File: src/rtl/dl_report_arbiter.sv
// dl_report_arbiter
// Elects one origin among the processes whose deadlock-detect bits are set,
// confirms that the origin's bit stays high for CONFIRM_CYCLES cycles, and
// either releases the suspicion with a one-cycle token_clear pulse or latches
// the deadlock. Once latched, it streams one diagnostic record per blocked
// process (as seen at latch time) over a valid/ready interface.
//
// Ports
//   dl_clock, dl_reset       clock and synchronous active-high reset
//   dl_in_vec                per-process detect bits from the detect units
//   all_finish               design finished; masks dl_in_vec
//   trans_in_cnt/out_cnt     packed per-process counters, process i at [i*CNT_W +: CNT_W]
//   ap_done_reg              per-process done-but-not-continued flags
//   dl_detect_out            deadlock latched (freezes the detect units)
//   origin                   one-hot elected origin, or zero
//   token_clear              one-cycle release pulse
//   rpt_valid/rpt_ready      report record handshake
//   rpt_proc_id, rpt_in_cnt, rpt_out_cnt, rpt_done_flag, rpt_last
//                            record fields (snapshot values) and end-of-report flag
module dl_report_arbiter #(
   parameter int PROC_NUM       = 2,
   parameter int CNT_W          = 16,
   parameter int CONFIRM_CYCLES = 4,
   localparam int IDX_W         = (PROC_NUM > 1) ? $clog2(PROC_NUM) : 1
) (
   input  logic                      dl_clock,
   input  logic                      dl_reset,
   input  logic [PROC_NUM-1:0]       dl_in_vec,
   input  logic                      all_finish,
   input  logic [PROC_NUM*CNT_W-1:0] trans_in_cnt,
   input  logic [PROC_NUM*CNT_W-1:0] trans_out_cnt,
   input  logic [PROC_NUM-1:0]       ap_done_reg,
   output logic                      dl_detect_out,
   output logic [PROC_NUM-1:0]       origin,
   output logic                      token_clear,
   output logic                      rpt_valid,
   input  logic                      rpt_ready,
   output logic [IDX_W-1:0]          rpt_proc_id,
   output logic [CNT_W-1:0]          rpt_in_cnt,
   output logic [CNT_W-1:0]          rpt_out_cnt,
   output logic                      rpt_done_flag,
   output logic                      rpt_last
);

   localparam int CONF_W = (CONFIRM_CYCLES > 1) ? $clog2(CONFIRM_CYCLES) : 1;
   localparam logic [CONF_W-1:0]   CONF_LAST = CONF_W'(CONFIRM_CYCLES - 1);
   localparam logic [PROC_NUM-1:0] ONE       = PROC_NUM'(1);

   typedef enum logic [2:0] {IDLE, TRACE, CLEAR, REPORT, DONE} state_t;

   state_t              state, state_n;
   logic [IDX_W-1:0]    sel, sel_n;
   logic [CONF_W-1:0]   conf_cnt, conf_cnt_n;
   logic [PROC_NUM-1:0] snap_mask, snap_mask_n;
   logic [PROC_NUM-1:0] origin_n;
   logic                det_n, tc_n, valid_n, last_n, done_n;
   logic [IDX_W-1:0]    id_n;
   logic [CNT_W-1:0]    in_n, out_n;
   logic                latch;
   logic [PROC_NUM-1:0] m, rest;
   logic [IDX_W-1:0]    nid;

   logic [CNT_W-1:0]    snap_in  [PROC_NUM];
   logic [CNT_W-1:0]    snap_out [PROC_NUM];
   logic [PROC_NUM-1:0] snap_done;

   // Index of the lowest set bit; zero when the vector is empty.
   function automatic logic [IDX_W-1:0] low_idx(input logic [PROC_NUM-1:0] v);
      low_idx = '0;
      for (int unsigned i = PROC_NUM; i > 0; i--) begin
         if (v[i-1]) low_idx = IDX_W'(i - 1);
      end
   endfunction

   // True when at most one bit is set, i.e. the current record is the last.
   function automatic logic one_left(input logic [PROC_NUM-1:0] v);
      one_left = ((v & (v - ONE)) == '0);
   endfunction

   assign m = dl_in_vec & ~{PROC_NUM{all_finish}};

   always_comb begin
      state_n     = state;
      sel_n       = sel;
      conf_cnt_n  = conf_cnt;
      snap_mask_n = snap_mask;
      origin_n    = origin;
      det_n       = dl_detect_out;
      tc_n        = 1'b0;
      valid_n     = rpt_valid;
      last_n      = rpt_last;
      id_n        = rpt_proc_id;
      in_n        = rpt_in_cnt;
      out_n       = rpt_out_cnt;
      done_n      = rpt_done_flag;
      latch       = 1'b0;
      rest        = '0;
      nid         = '0;
      case (state)
         IDLE: begin
            origin_n = '0;
            det_n    = 1'b0;
            if (m != '0) begin
               sel_n      = low_idx(m);
               origin_n   = ONE << low_idx(m);
               conf_cnt_n = '0;
               state_n    = TRACE;
            end
         end
         TRACE: begin
            if (all_finish || !dl_in_vec[sel]) begin
               state_n = CLEAR;
               tc_n    = 1'b1;
            end else if (conf_cnt == CONF_LAST) begin
               // First record is loaded straight from the live inputs, which
               // are the values being snapshotted on this same edge.
               state_n     = REPORT;
               latch       = 1'b1;
               det_n       = 1'b1;
               snap_mask_n = dl_in_vec;
               id_n        = low_idx(dl_in_vec);
               in_n        = trans_in_cnt[int'(low_idx(dl_in_vec))*CNT_W +: CNT_W];
               out_n       = trans_out_cnt[int'(low_idx(dl_in_vec))*CNT_W +: CNT_W];
               done_n      = ap_done_reg[low_idx(dl_in_vec)];
               valid_n     = 1'b1;
               last_n      = one_left(dl_in_vec);
            end else begin
               conf_cnt_n = conf_cnt + CONF_W'(1);
            end
         end
         CLEAR: begin
            origin_n = '0;
            state_n  = IDLE;
         end
         REPORT: begin
            if (rpt_ready) begin
               // snap_mask shrinks as records are accepted; the remaining
               // lowest bit is the next record.
               rest        = snap_mask & ~(ONE << rpt_proc_id);
               snap_mask_n = rest;
               if (rpt_last) begin
                  state_n = DONE;
                  valid_n = 1'b0;
                  last_n  = 1'b0;
               end else begin
                  nid    = low_idx(rest);
                  id_n   = nid;
                  in_n   = snap_in[nid];
                  out_n  = snap_out[nid];
                  done_n = snap_done[nid];
                  last_n = one_left(rest);
               end
            end
         end
         DONE: begin
         end
         default: state_n = IDLE;
      endcase
   end

   always_ff @(posedge dl_clock) begin
      if (dl_reset) begin
         state         <= IDLE;
         sel           <= '0;
         conf_cnt      <= '0;
         snap_mask     <= '0;
         origin        <= '0;
         dl_detect_out <= 1'b0;
         token_clear   <= 1'b0;
         rpt_valid     <= 1'b0;
         rpt_last      <= 1'b0;
         rpt_proc_id   <= '0;
         rpt_in_cnt    <= '0;
         rpt_out_cnt   <= '0;
         rpt_done_flag <= 1'b0;
      end else begin
         state         <= state_n;
         sel           <= sel_n;
         conf_cnt      <= conf_cnt_n;
         snap_mask     <= snap_mask_n;
         origin        <= origin_n;
         dl_detect_out <= det_n;
         token_clear   <= tc_n;
         rpt_valid     <= valid_n;
         rpt_last      <= last_n;
         rpt_proc_id   <= id_n;
         rpt_in_cnt    <= in_n;
         rpt_out_cnt   <= out_n;
         rpt_done_flag <= done_n;
      end
   end

   // Counter snapshot taken once, on the latch edge.
   always_ff @(posedge dl_clock) begin
      if (latch) begin
         for (int unsigned i = 0; i < PROC_NUM; i++) begin
            snap_in[i]   <= trans_in_cnt[i*CNT_W +: CNT_W];
            snap_out[i]  <= trans_out_cnt[i*CNT_W +: CNT_W];
            snap_done[i] <= ap_done_reg[i];
         end
      end
   end

endmodule

File: config.mk
export PLATFORM = sky130hd
export DESIGN_NAME = dl_report_arbiter
export DESIGN_NICKNAME = d
export VERILOG_FILES = /design/src/rtl/dl_report_arbiter.sv
export SDC_FILE = /design/constraint.sdc
export NUM_CORES = 1
export LEC_CHECK = 0
export BUFFER_PORTS_ARGS = -buffer_cell sky130_fd_sc_hd__buf_4
export CAP_MARGIN = 0
export CORE_UTILIZATION = 54
export CTS_CLUSTER_SIZE = 8
export DETAILED_ROUTE_END_ITERATION = 10
export HOLD_SLACK_MARGIN = 0.08
export PLACE_DENSITY = 0.79
export SETUP_SLACK_MARGIN = 0.3
export SYNTH_ARGS = -nofsm -noshare
export SYNTH_HDL_FRONTEND = slang
export SYNTH_SLANG_ARGS = --single-unit
File: constraint.sdc
create_clock -name dl_clock -period 3.39 [get_ports dl_clock]
set_input_delay 0 -clock dl_clock [delete_from_list [all_inputs] [get_ports dl_clock]]
set_output_delay 0 -clock dl_clock [all_outputs]
set_load 0.02 [all_outputs]
Word-level counts from Yosys, hierarchy flattened:

Memories as Yosys holds them, arrays and structs flattened.
Cells that the tools add are included.

* register bits: 50
* memories kept: 2
* bits in writable memories: 64
* input port bits: 72
* logic and storage cells: 135

* add/subtract/negate cells: 3
* shift-type cells: 4
* muxes and demuxes: 71
* equal/unequal tests: 13
* bitwise gates (word level): 8
* order comparisons: 3
* reductions and logical operators: 17

Memories
* snap_in: words 2, bits a word 16, read ports 1, clocked after memory_dff 0, wr ports 2, RTL line 63 `logic [CNT_W-1:0] snap_in [PROC_NUM];`
* snap_out: words 2, bits a word 16, read ports 1, clocked after memory_dff 0, wr ports 2, RTL line 64 `logic [CNT_W-1:0] snap_out [PROC_NUM];`

Operators by type and width (count)
* two-way mux 16 bit: 8
* one-hot mux 16 bit (2 select lines): 2
* indexed part select 32 x 6 -> 16 bit: 2
* two-way mux 1 bit: 40
* two-way mux 3 bit: 5
* AND reduction 5 bit: 3
* two-way mux 2 bit: 7
* != test 2 bit (second input constant): 7
* one-hot mux 2 bit (2 select lines): 3
* one-hot mux 3 bit (4 select lines): 1
* one-hot mux 1 bit (2 select lines): 5
* bitwise AND 2 bit: 4
* AND reduction 4 bit: 2
* nonzero test 2 bit: 4
* == test 3 x 2 -> 1 bit (second input constant): 2
* less-than comparator 1 x 2 -> 1 bit (second input constant): 3
* zero test 2 bit: 2
* NOT 2 bit: 2
* left shift 1 x 1 -> 2 bit (first input constant): 2
* subtractor 2 x 1 -> 2 bit (second input constant): 2
* == test 3 x 1 -> 1 bit (second input constant): 1
* == test 3 bit (second input constant): 1
* zero test 3 bit: 1
* != test 3 bit (second input constant): 1
* other kinds (8): 9

Depth between registers and ports, before layout:

* depth in word-level cells: 13
* depth in mapped cells: 7
* gate-level depth less buffers: 5

Least setup slack after synthesis:

No wires, ideal clock.

* path type: flip-flop to flip-flop
* start point: reg sel
* end point: reg snap_done[0] (enable)
* buffers on the path: 0
* data arrival time: 2.238 ns
* setup time: 0.431 ns
* setup slack: 0.721 ns
* required time: 2.959 ns
* stages on the path, launching flop included: 3
* cells stage by stage: dfxtp_1 mux2_2 and4_1

* cells in the longest elaborated chain, start to end: 6

RTL lines
* start, declared: RTL line 52 `logic [IDX_W-1:0] sel, sel_n;`
* start signal, assigned: RTL line 178 `sel <= sel_n;`
* two-way mux 1 bit (not written as such) (2 in a row): RTL line 111 `if (all_finish || !dl_in_vec[sel]) begin`
* zero test 1 bit: RTL line 111
* logical OR 1 bit: RTL line 111
* two-way mux 1 bit: RTL line 111
* two-way mux 1 bit: RTL line 99 `case (state)`
* named net latch: RTL line 59 `logic latch;`
* end signal, assigned by index: RTL line 199 `snap_done[i] <= ap_done_reg[i];`
* end, declared: RTL line 65 `logic [PROC_NUM-1:0] snap_done;`

The timed path passes the listed nets, and every way through them passes these cells. The select of a mux whose other input is x is not followed.
A chain may end at the register's enable or synchronous reset.

Worst setup path after layout:

* start point: reg sel
* end point: reg rpt_done_flag

* cells in the longest elaborated chain, start to end: 6

RTL lines
* two-way mux 1 bit (not written as such) (2 in a row): RTL line 111
* zero test 1 bit: RTL line 111
* logical OR 1 bit: RTL line 111
* != test 2 bit (no line)
* AND reduction 5 bit (no line)
* end signal, assigned: RTL line 189 `rpt_done_flag <= done_n;`
* end, declared: RTL line 41 `output logic rpt_done_flag,`

Every way passes these cells. The select of a mux whose other input is x is not followed.

==> summary.md <==
| Metric | Value |
|---|---|
| Status | finished, final reports clean |
| Max Slew Vio Count | 0 |
| Worst-Skew Late Latency | roughly 500 ps |
| Synth top area cells | edfxtp_1 38%, dfxtp_1 18%, mux2i_1 13% |
| Placed Instance Area | ~6000 um^2 |
| CP max stage delay | about 670 ps |
| Worst-path clk slew | 60 ps |
| Crit path max fanout | 36 |
| Crit path capture type | register |
| Post-Route Skew | 11.5 ps |
| Slowest cell on the critical path | a2bb2oi_4 |
| GRT Total Usage | 26.7% |
| Net switching power | 736 uW |
| Max-cap violations | 0 |
| Area delta synth->final | 42.1% |
| Worst Path Required | between 3000 and 4000 ps |
| Hold Path Class | in -> reg |
| Vias/cell | between 5 and 6 |
| Sequential fraction of the synthesis area | a little under three fifths |
| H-tree Lvls | 4 |
| Number of antenna violations at the first check in global routing | 0 |
| Placer congestion estimate | ~0.86 |
| Yosys top cell area share | around two fifths |
| DIE WIDTH | 100 um |
| Post-synthesis instance total | 420 |
| HPWL after DPL | a little over 7000 um |
| Netlist cell types | 43 |
| Sw frac | about a fifth |
| Startpoint types | register |
| Max IR drop VDD | ~300 uV |
| Comb power frac | 9.4% |
| Period utilization | between 60% and 70% |
| Clk buf depth | 2 |
| Count leader, synth | mux2i_1 |
| CTS root buf | clkbuf_8 |
| Seq cells post-synth | 113 |
| TritonCTS Sinks | between 100 and 150 |
| Cell taking the most area after synthesis | edfxtp_1 |
| Cell area after layout | 7390 um^2 |
| Final setup TNS | 0 ps |
| DR WL/cell | ~17 um |
| Port Buf Inserts | ~110 |
| Row cnt | 35 |
| Crit path kind | reg -> reg |
| Unrepaired setup endpoints after global routing | no |
| Flop pwr share | a little over two fifths |
| DRT Wirelength | between 10000 and 15000 um |
| Nets | ~670 |
| GRT Residual Overflow | 0 |
| Initial DRC count | about 140 |
| Internal power | about 2.7 mW |
| Core ar. | 9280 um^2 |
| Residual DRC | 0 |
| Antenna-violating nets left | 0 |
| Post-synth EDFFs | between 60 and 70 |
| # setup viols final | 0 |
| Power per cell area | 471 nW/um^2 |
| Initial core utilization | a little under three fifths |
| TritonCTS Buffers | 17 |
| Post-synth top cells | 69 x mux2i_1, 66 x edfxtp_1, 47 x dfxtp_1 |
| CTS tree | yes |
| Minimum clock period | between 2000 and 2500 ps |
| Io pins | roughly 110 |
| Pin count of the biggest net entering global routing | 69 |
| DR vias | between 4000 and 5000 |
| Syn_nets | approximately 490 |
| Syn. warnings | 0 |
| Setup repair bufs after CTS | 0 |
| Clock Power Share | ~48% |
| Cell chain of the critical path | mux2_2, a2bb2oi_4, or3_4, o21ai_0 |
| Die Y | 100 um |
| Ys async rst share | 0% |
| First-pass GRT wire length | between 20000 and 25000 um |
| Vias in the first global route | about 4300 |
| Slew headroom | 45.1% |
| Mapped Area | approximately 5200 um^2 |
| WP data arrival | between 2000 and 3000 ps |
| Die footprint | about 10000 um^2 |
| First drt pass iteration count | 4 |
| Top FF cell, synth | edfxtp_1 |
| Syn_area_per_cell | 12.4 um^2 |
| Ant. Diodes | 0 |
| Least-Margin Pin Slew | between 800 and 900 ps |
| Share of cells above drive strength 1 | about a third |
| Final Hold Vio Count | 0 |
| Fmax | ~0.44 GHz |
| Pleak | ~2.8 nW |
cell families (layout without fill, tap and decap cells):
family	after synthesis	count (layout)	share of synthesized area, %
muxes	103	103	20.6
AOI/OAI and AO/OA	94	94	10.3
buffers and inverters	32	223	3.80
and+or+nand+nor	77	77	8.78
adders and majority gates	1	1	0.241
DFF	113	113	56.2
sequential cells by signal (all words and copies together), names as in the netlist:
| register | flops |
|---|---|
| snap_in | 32 |
| snap_out | 32 |
| rpt_in_cnt | 16 |
| rpt_out_cnt | 16 |
| state | 3 |
| conf_cnt | 2 |
| origin | 2 |
| snap_done | 2 |
| dl_detect_out | 1 |
| rpt_done_flag | 1 |
| rpt_last | 1 |
| rpt_proc_id | 1 |
| rpt_valid | 1 |
| sel | 1 |
| snap_mask | 1 |
| token_clear | 1 |
power groups by stage:
| stage | sequential (mW) | combinational [mW] | clock (mW) |
|---|---|---|---|
| 4_1_cts | 1.47 | 0.324 | 1.70 |
| 2_1_floorplan | 1.50 | 0.142 | 0 |
| 6_report | 1.47 | 0.329 | 1.68 |
| 5_1_grt | 1.47 | 0.352 | 1.78 |
| 3_3_place_gp | 1.50 | 0.246 | 0 |
| 3_5_place_dp | 1.50 | 0.252 | 0 |
path summary, 6_finish.rpt:
path | startpoint | endpoint | slack [ps] | cells past startpoint
hold / removal | trans_out_cnt[15] | snap_out[0][15]$_DFFE_PP_ | 220 | 2
setup reg to reg | sel$_SDFFE_PP0P_ | rpt_done_flag$_SDFFE_PP0P_ | 1110 | 4
hold reg to reg | origin[1]$_SDFFE_PP0P_ | origin[1]$_SDFFE_PP0P_ | 490 | 2
setup / recovery | sel$_SDFFE_PP0P_ | rpt_done_flag$_SDFFE_PP0P_ | 1110 | 4
cells in the final DEF (no fill, tap or decap), types with 3 or more instances in the layout:
master / count
a21oi_1: 9
buf_4: 114
bufinv_16: 3
clkbuf_16: 16
clkinv_2: 7
dfxtp_1: 47
dlygate4sd3_1: 74
edfxtp_1: 66
mux2_2: 34
mux2i_1: 69
nand2_1: 6
nor2_1: 12
nor2b_1: 35
nor3_1: 4
nor4_1: 3
o21ai_0: 44
o21ai_1: 26
o21ai_2: 4
stage by stage:
stage          worst slack [ps]  util, %  instances  power, mW  hold slack (ps)
6_report                   1110     79.6        740       3.49              223
3_5_place_dp               1110     65.6        634       1.75              189
2_1_floorplan               721        -        420       1.64             98.9
3_3_place_gp               1180     65.6        634       1.75              187
4_1_cts                    1120     79.6        740       3.50              205
5_1_grt                     969     79.6        740       3.61              211
worst max-delay path, delay by kind of cell (launching register included):
kind               cells  cell delay (ps)
muxes                  1              400
DFF                    1              370
AOI/OAI and AO/OA      2              830
and+or+nand+nor        1              520
layout make-up:
cell class | count | area, um^2
fill | 562 | 1890
timing repair buffer | 190 | 1640
inverter | 1 | 3.75
tap | 129 | 161
multi-input combinational | 275 | 2100
clock buffer | 19 | 422
clock inverter | 13 | 145
sequential | 113 | 2920
layer usage:
layer | global-route usage, % | wire length [um]
met3 | 6.06 | 739
met2 | 45.1 | 6410
met4 | 9.92 | 162
met1 | 33.7 | 5480
met5 | 0 | 0
what timing repair did:
item | 4_1_cts | 5_1_grt
gates resized for setup | 0 | 0
endpoints found under the hold margin | 112 | 0
hold buffers | 74 | 0
Note: power is estimated with default switching activity, not from simulation.
